$ cat src/rtl/mito_pkg.sv
// rtl/mito_pkg.sv - shared MITO layer codes, sequencer states and read-phase codes
package mito_pkg;

    typedef enum logic [1:0] {
        NONE        = 2'd0,
        CONVOLUTION = 2'd1,
        POOLING     = 2'd2,
        FULLY       = 2'd3
    } layer_e;

    typedef enum logic [2:0] {
        IDLE,
        RD_IFM,
        RD_WGT,
        RD_BIAS,
        LOAD,
        COMPUTE,
        NEXT,
        FINISH
    } state_e;

    typedef enum logic [1:0] {
        PH_NONE,
        PH_IFM,
        PH_WGT,
        PH_BIAS
    } phase_e;

    function automatic phase_e state_phase(state_e s);
        case (s)
            RD_IFM:  return PH_IFM;
            RD_WGT:  return PH_WGT;
            RD_BIAS: return PH_BIAS;
            default: return PH_NONE;
        endcase
    endfunction

endpackage

$ cat src/rtl/mito_beat_counter.sv
// rtl/mito_beat_counter.sv - per-phase read beat counter with clear priority over increment
module mito_beat_counter #(
    parameter int CNT_W = 8
) (
    input  logic             clk,
    input  logic             rst_counter,
    input  logic             clr,
    input  logic             inc,
    output logic [CNT_W-1:0] count
);

    logic [CNT_W-1:0] count_q;
    logic [CNT_W-1:0] count_d;

    always_comb begin
        count_d = count_q;
        if (clr) begin
            count_d = '0;
        end else if (inc) begin
            count_d = count_q + 1'b1;
        end
    end

    always_ff @(posedge clk or negedge rst_counter) begin
        if (!rst_counter) begin
            count_q <= '0;
        end else begin
            count_q <= count_d;
        end
    end

    assign count = count_q;

endmodule

$ cat src/rtl/mito_layer_sequencer.sv
// rtl/mito_layer_sequencer.sv - steps each layer through IFM/weight/bias reads, load, compute
module mito_layer_sequencer
    import mito_pkg::*;
#(
    parameter int                    NUM_LAYERS = 3,
    parameter logic [2*NUM_LAYERS-1:0] LAYER_SEQ = {FULLY, POOLING, CONVOLUTION},
    parameter int                    IFM_BEATS  = 3,
    parameter int                    WGT_BEATS  = 3,
    parameter int                    BIAS_BEATS = 1,
    parameter int                    CNT_W      = 8,
    localparam int                   IDX_W      = $clog2(NUM_LAYERS + 1)
) (
    input  logic             clk,
    input  logic             rst_counter,
    input  logic             start,
    input  logic             mem_ready,
    input  logic             ofm_valid,
    output logic [1:0]       layer_type,
    output logic [IDX_W-1:0] layer_idx,
    output logic             ifm_read,
    output logic             wgt_read,
    output logic             bias_read,
    output logic             input_load,
    output logic [CNT_W-1:0] beat_cnt,
    output logic             busy,
    output logic             done
);

    if (IFM_BEATS < 1 || WGT_BEATS < 1 || BIAS_BEATS < 1 ||
        IFM_BEATS >= 2**CNT_W || WGT_BEATS >= 2**CNT_W || BIAS_BEATS >= 2**CNT_W) begin : g_bad_beats
        $error("mito_layer_sequencer: beat counts must be in 1 .. 2**CNT_W-1");
    end

    localparam logic [CNT_W-1:0] IFM_LAST  = CNT_W'(IFM_BEATS - 1);
    localparam logic [CNT_W-1:0] WGT_LAST  = CNT_W'(WGT_BEATS - 1);
    localparam logic [CNT_W-1:0] BIAS_LAST = CNT_W'(BIAS_BEATS - 1);
    localparam logic [IDX_W-1:0] IDX_LAST  = IDX_W'(NUM_LAYERS - 1);

    state_e           state_q, state_d;
    logic [IDX_W-1:0] idx_q, idx_d;
    phase_e           phase;
    layer_e           cur_layer;
    logic             last_beat;
    logic             accept;

    assign phase     = state_phase(state_q);
    assign cur_layer = layer_e'(LAYER_SEQ[2*int'(idx_q) +: 2]);
    assign accept    = (phase != PH_NONE) && mem_ready;

    always_comb begin
        last_beat = 1'b0;
        case (phase)
            PH_IFM:  last_beat = (beat_cnt == IFM_LAST);
            PH_WGT:  last_beat = (beat_cnt == WGT_LAST);
            PH_BIAS: last_beat = (beat_cnt == BIAS_LAST);
            default: last_beat = 1'b0;
        endcase
    end

    // Pooling layers carry no weights or bias, so their IFM phase goes straight to LOAD.
    always_comb begin
        state_d = state_q;
        idx_d   = idx_q;
        case (state_q)
            IDLE: begin
                if (start) begin
                    state_d = RD_IFM;
                    idx_d   = '0;
                end
            end
            RD_IFM:  if (accept && last_beat) state_d = (cur_layer == POOLING) ? LOAD : RD_WGT;
            RD_WGT:  if (accept && last_beat) state_d = RD_BIAS;
            RD_BIAS: if (accept && last_beat) state_d = LOAD;
            LOAD:    state_d = COMPUTE;
            COMPUTE: if (ofm_valid) state_d = NEXT;
            NEXT: begin
                if (idx_q == IDX_LAST) begin
                    state_d = FINISH;
                end else begin
                    idx_d   = idx_q + 1'b1;
                    state_d = RD_IFM;
                end
            end
            FINISH:  state_d = IDLE;
            default: state_d = IDLE;
        endcase
    end

    always_ff @(posedge clk or negedge rst_counter) begin
        if (!rst_counter) begin
            state_q <= IDLE;
            idx_q   <= '0;
        end else begin
            state_q <= state_d;
            idx_q   <= idx_d;
        end
    end

    mito_beat_counter #(
        .CNT_W (CNT_W)
    ) u_beat_counter (
        .clk         (clk),
        .rst_counter (rst_counter),
        .clr         (state_d != state_q),
        .inc         (accept),
        .count       (beat_cnt)
    );

    assign layer_idx  = idx_q;
    assign ifm_read   = (state_q == RD_IFM);
    assign wgt_read   = (state_q == RD_WGT);
    assign bias_read  = (state_q == RD_BIAS);
    assign input_load = (state_q == LOAD);
    assign busy       = (state_q != IDLE);
    assign done       = (state_q == FINISH);
    assign layer_type = (busy && !done) ? cur_layer : NONE;

endmodule
$ cat config.mk
export PLATFORM = sky130hd
export DESIGN_NAME = mito_layer_sequencer
export DESIGN_NICKNAME = d
export VERILOG_FILES = /design/src/rtl/mito_pkg.sv /design/src/rtl/mito_beat_counter.sv /design/src/rtl/mito_layer_sequencer.sv
export SDC_FILE = /design/constraint.sdc
export NUM_CORES = 1
export LEC_CHECK = 0
export ABC_AREA = 0
export CORE_ASPECT_RATIO = 0.9
export CORE_UTILIZATION = 33
export CTS_BUF_LIST = sky130_fd_sc_hd__clkbuf_8
export DETAILED_ROUTE_END_ITERATION = 8
export GPL_ROUTABILITY_DRIVEN = 0
export SLEW_MARGIN = 20
export SYNTH_ARGS = -nofsm -noshare
export SYNTH_HDL_FRONTEND = slang
export SYNTH_SLANG_ARGS = --single-unit
$ cat constraint.sdc
create_clock -name clk -period 3.65 [get_ports clk]
set_clock_uncertainty 0.2 [all_clocks]
set_input_delay 0.5475 -clock clk [delete_from_list [all_inputs] [get_ports clk]]
set_output_delay 0.5475 -clock clk [all_outputs]
set_load 0.05 [all_outputs]
==> results_tabular.tex <==
\begin{tabular}{lr}
\hline
Metric & Value \\
\hline
\multicolumn{2}{l}{\textbf{Clock network}} \\
\quad Cells resized by post-CTS repair & 0 \\
\quad Number of sinks on the clock net & 13 \\
\quad CTS clk-pin slew, worst paths & approximately 0.050 ns \\
\quad CTS Root Buffer Type & sky130\_fd\_sc\_hd\_\_clkbuf\_8 \\
\quad Clock latency on the worst-skew pair & between 0.2 and 0.25 ns \\
\quad Hold\_buf cts & 0 \\
\quad Clock Tree Buf Depth & 2 \\
\quad Number of buffers created by CTS & 3 \\
\quad Number of buffers added for setup after CTS & 0 \\
\quad TritonCTS clock tree & done \\
\quad CTS H-tree depth & 1 \\
\multicolumn{2}{l}{\textbf{Synthesis}} \\
\quad Count of warnings emitted by yosys & 0 \\
\quad Most frequent cells after synthesis & sky130\_fd\_sc\_hd\_\_nor2\_1, sky130\_fd\_sc\_hd\_\_dfrtp\_1, sky130\_fd\_sc\_hd\_\_inv\_1 \\
\quad FFs w/ async S/R, synth & 1.00 \\
\quad Number of synthesized register bits & 13 \\
\quad Library cell with the largest summed area after synthesis & sky130\_fd\_sc\_hd\_\_dfrtp\_1 \\
\quad Number of enable flip-flop cells after synthesis & 0 \\
\quad Number of standard cells after synthesis & $\sim$100 \\
\quad Share of synthesized area occupied by flip-flops and latches & 0.347 \\
\quad Synthesized-area fraction occupied by ao, oa, aoi and oai cells & 0.0881 \\
\quad Mux contribution to synthesized area & 0 \\
\quad Cell types occupying the most area after synthesis & sky130\_fd\_sc\_hd\_\_dfrtp\_1, sky130\_fd\_sc\_hd\_\_ha\_1, sky130\_fd\_sc\_hd\_\_nor2\_1, sky130\_fd\_sc\_hd\_\_inv\_1, sky130\_fd\_sc\_hd\_\_xor2\_1 \\
\quad Dominant register cell in the synthesized netlist & sky130\_fd\_sc\_hd\_\_dfrtp\_1 \\
\quad Mapped Area & 937 sq um \\
\quad Synth Net Count & roughly 120 \\
\quad Synth Area in Simple Gates & 0.318 \\
\quad Share of the synthesized netlist area taken by xor and xnor gates & 0.0654 \\
\quad Most common cell in the synthesized netlist & sky130\_fd\_sc\_hd\_\_nor2\_1 \\
\quad Average cell area after synthesis & about 9.0 sq um \\
\quad Adder-Cell Fraction of Synth Area & 0.107 \\
\quad Library cells used by synthesis & 33 \\
\quad Share of the synthesized area in the top cell type & 0.347 \\
\quad Main combinational cell family by area after synthesis & simple AND/OR/NAND/NOR gates \\
\multicolumn{2}{l}{\textbf{Placement}} \\
\quad Placed instance area & about 0.0012 sq mm \\
\quad Setup slack after placement & 1.08 ns \\
\quad Placed wire-length estimate after detailed placement & 1520 microns \\
\quad Input/output buffers & 22 \\
\multicolumn{2}{l}{\textbf{Timing}} \\
\quad Fmax achieved & between 300 and 400 MHz \\
\quad Minimum hold slack & between 0.3 and 0.4 ns \\
\quad Setup slack after layout & 0.840 ns \\
\quad Relative slew slack & 0.616 \\
\quad Final critical delay including setup and external delays & 2.81 ns \\
\quad Slew of the pin with the lowest slew margin & between 0.5 and 0.6 ns \\
\quad Setup repair after global routing missed its margin & false \\
\quad Setup violations, final & 0 \\
\quad Hold Vio Cnt, Final & 0 \\
\quad Post-route clock period utilization & 0.770 \\
\quad Total count of max-transition violations in the final report & 0 \\
\quad Aggregate negative setup slack & 0 ns \\
\multicolumn{2}{l}{\textbf{Die}} \\
\quad Starting density of the core & 0.364 \\
\quad Die height & around 53 microns \\
\quad Width of the die & 58.2 microns \\
\quad Die outline area & roughly 0.003 sq mm \\
\quad Std-Cell Core Area & 0.00257 sq mm \\
\quad Site Rows & 17 \\
\quad Io pins & 23 \\
\multicolumn{2}{l}{\textbf{Worst setup path}} \\
\quad Data required time at the worst endpoint & around 2.9 ns \\
\quad Worst Path Class, Setup & reg2out \\
\quad Nature of the critical path endpoint & output pin \\
\quad Worst EP arrival & 2.06 ns \\
\quad Largest fanout of any net on the critical path & 11 \\
\quad Crit-path cells & nor2b\_1 > inv\_1 > nor2\_1 > clkdlybuf4s50\_1 \\
\quad Kind of start point of the critical path & register \\
\quad Highest-delay cell along the critical path & sky130\_fd\_sc\_hd\_\_clkdlybuf4s50\_1 \\
\quad Cell family contributing the most delay on the critical path & buffers and inverters \\
\quad Delay of the slowest critical-path stage & 0.81 ns \\
\quad Buffers and inverters on the worst path & 2 \\
\multicolumn{2}{l}{\textbf{Layout}} \\
\quad End-of-flow core utilization & 0.473 \\
\quad Final instance area & about 0.0012 sq mm \\
\quad Number of diodes added for antenna fixing & 0 \\
\quad Final-stage net count & $\sim$140 \\
\quad Synth-to-Final Area Change & 29.9\% \\
\quad Share of final-layout standard cells stronger than drive strength 1 & 0.0787 \\
\quad Number of inserted filler cells in the final layout & $\sim$260 \\
\multicolumn{2}{l}{\textbf{Pwr}} \\
\quad Peak VDD IR & 0.000273 V \\
\quad Leakage component of the power & $\sim$0.54 nW \\
\quad Power density normalized to cell area & roughly 830 mW/mm\^{}2 \\
\multicolumn{2}{l}{\textbf{Global routing}} \\
\quad Vias in the first global route & about 770 \\
\quad Global-route wire length before repair & approximately 3500 microns \\
\quad Number of antenna violations at the first check in global routing & 0 \\
\quad Combined global-route utilization of all metal layers & 0.153 \\
\quad Maximum number of pins on one net before global-route repair & 14 \\
\quad Grt ovf & 0 \\
\multicolumn{2}{l}{\textbf{Detailed routing}} \\
\quad Total vias in the final route & 775 \\
\quad Total DRC errors in the routed layout & 0 \\
\quad Total Routed Length & roughly 2000 microns \\
\quad Number of optimization iterations in the first detailed-route pass & 4 \\
\quad Via density per instance & 4.70 \\
\quad Routed len/inst & between 10 and 15 microns \\
\quad Count of antenna-violating nets left after detailed routing & 0 \\
\quad DRC marker count from the first detailed-route iteration & 21 \\
\multicolumn{2}{l}{\textbf{Status}} \\
\quad Status & finished clean \\
\multicolumn{2}{l}{\textbf{Min path}} \\
\quad Classification of the worst-slack hold path & reg2reg \\
\multicolumn{2}{l}{\textbf{Run}} \\
\quad Max capacitance violation total & 0 \\
\hline
\end{tabular}
[path summary, 6_finish.rpt]
| kind | slack, ns | depth (start not counted) | startpoint | endpoint |
|---|---|---|---|---|
| hold reg to reg | 0.36 | 1 | layer_idx[0] | layer_idx[0] |
| hold / removal | 0.36 | 1 | layer_idx[0] | layer_idx[0] |
| setup / recovery | 0.84 | 4 | state_q[0] | bias_read |
| max in group asynchronous | 2.39 | 1 | rst_counter | state_q[1] |
| setup reg to reg | 1.28 | 7 | state_q[0] | state_q[1] |
| min in group asynchronous | 0.48 | 1 | rst_counter | u_beat_counter.count[4] |
[metal layers]
layer,global-route usage,vias up,part of all wire
li1,-,401,-
met1,0.209,358,0.52
met2,0.245,14,0.45
met3,0.0222,2,0.024
met4,0.0595,0,0.0046
met5,0,-,0
[power breakdown]
part	switching, mW	internal, mW	leakage (nW)	total (mW)
logic	0.415	0.229	0.335	0.644
registers	0.0684	0.179	0.174	0.248
clock network	0.0471	0.0740	0.0269	0.121
[placed cells by master, fill, tap and decap left out, types with 2 or more instances in the layout]
cell,netlist,routed
sky130_fd_sc_hd__and3_1,2,2
sky130_fd_sc_hd__clkbuf_8,1,3
sky130_fd_sc_hd__clkdlybuf4s50_1,0,22
sky130_fd_sc_hd__dfrtp_1,13,13
sky130_fd_sc_hd__ha_1,8,8
sky130_fd_sc_hd__inv_1,10,11
sky130_fd_sc_hd__nand2_1,9,9
sky130_fd_sc_hd__nand3_1,5,5
sky130_fd_sc_hd__nand3b_1,2,2
sky130_fd_sc_hd__nand4_1,2,2
sky130_fd_sc_hd__nor2_1,14,14
sky130_fd_sc_hd__nor2b_1,5,5
sky130_fd_sc_hd__nor3_1,4,4
sky130_fd_sc_hd__o21ai_0,4,4
sky130_fd_sc_hd__xnor2_1,3,3
sky130_fd_sc_hd__xor2_1,4,4
[registers in the layout (all words and copies together) (netlist names)]
signal / count
state_q: 3
u_beat_counter.count: 8
layer_idx: 2
[final cells by class]
type	instances	area, sq um	area share
Timing Repair Buffer	22	220	0.181
Sequential cell	13	325	0.267
Clock inverter	1	3.75	0.00308
Tap cell	38	47.5	0.0391
Clock buffer	3	41.3	0.0339
Multi-Input combinational cell	78	542	0.445
Inverter	10	37.5	0.0308
[metrics by stage]
step	cells	power (mW)
finish	165	1.01
global route	165	1.10
CTS	165	1.03
global placement	161	0.894
floorplan	104	0.723
detailed placement	161	0.898
[kinds of logic after synthesis]
group	after synthesis
flops	13
xor+xnor	7
buf+inv	13
compound gates	12
fa+ha+maj	8
simple gates	51
Note: power is estimated with default switching activity, not from simulation.
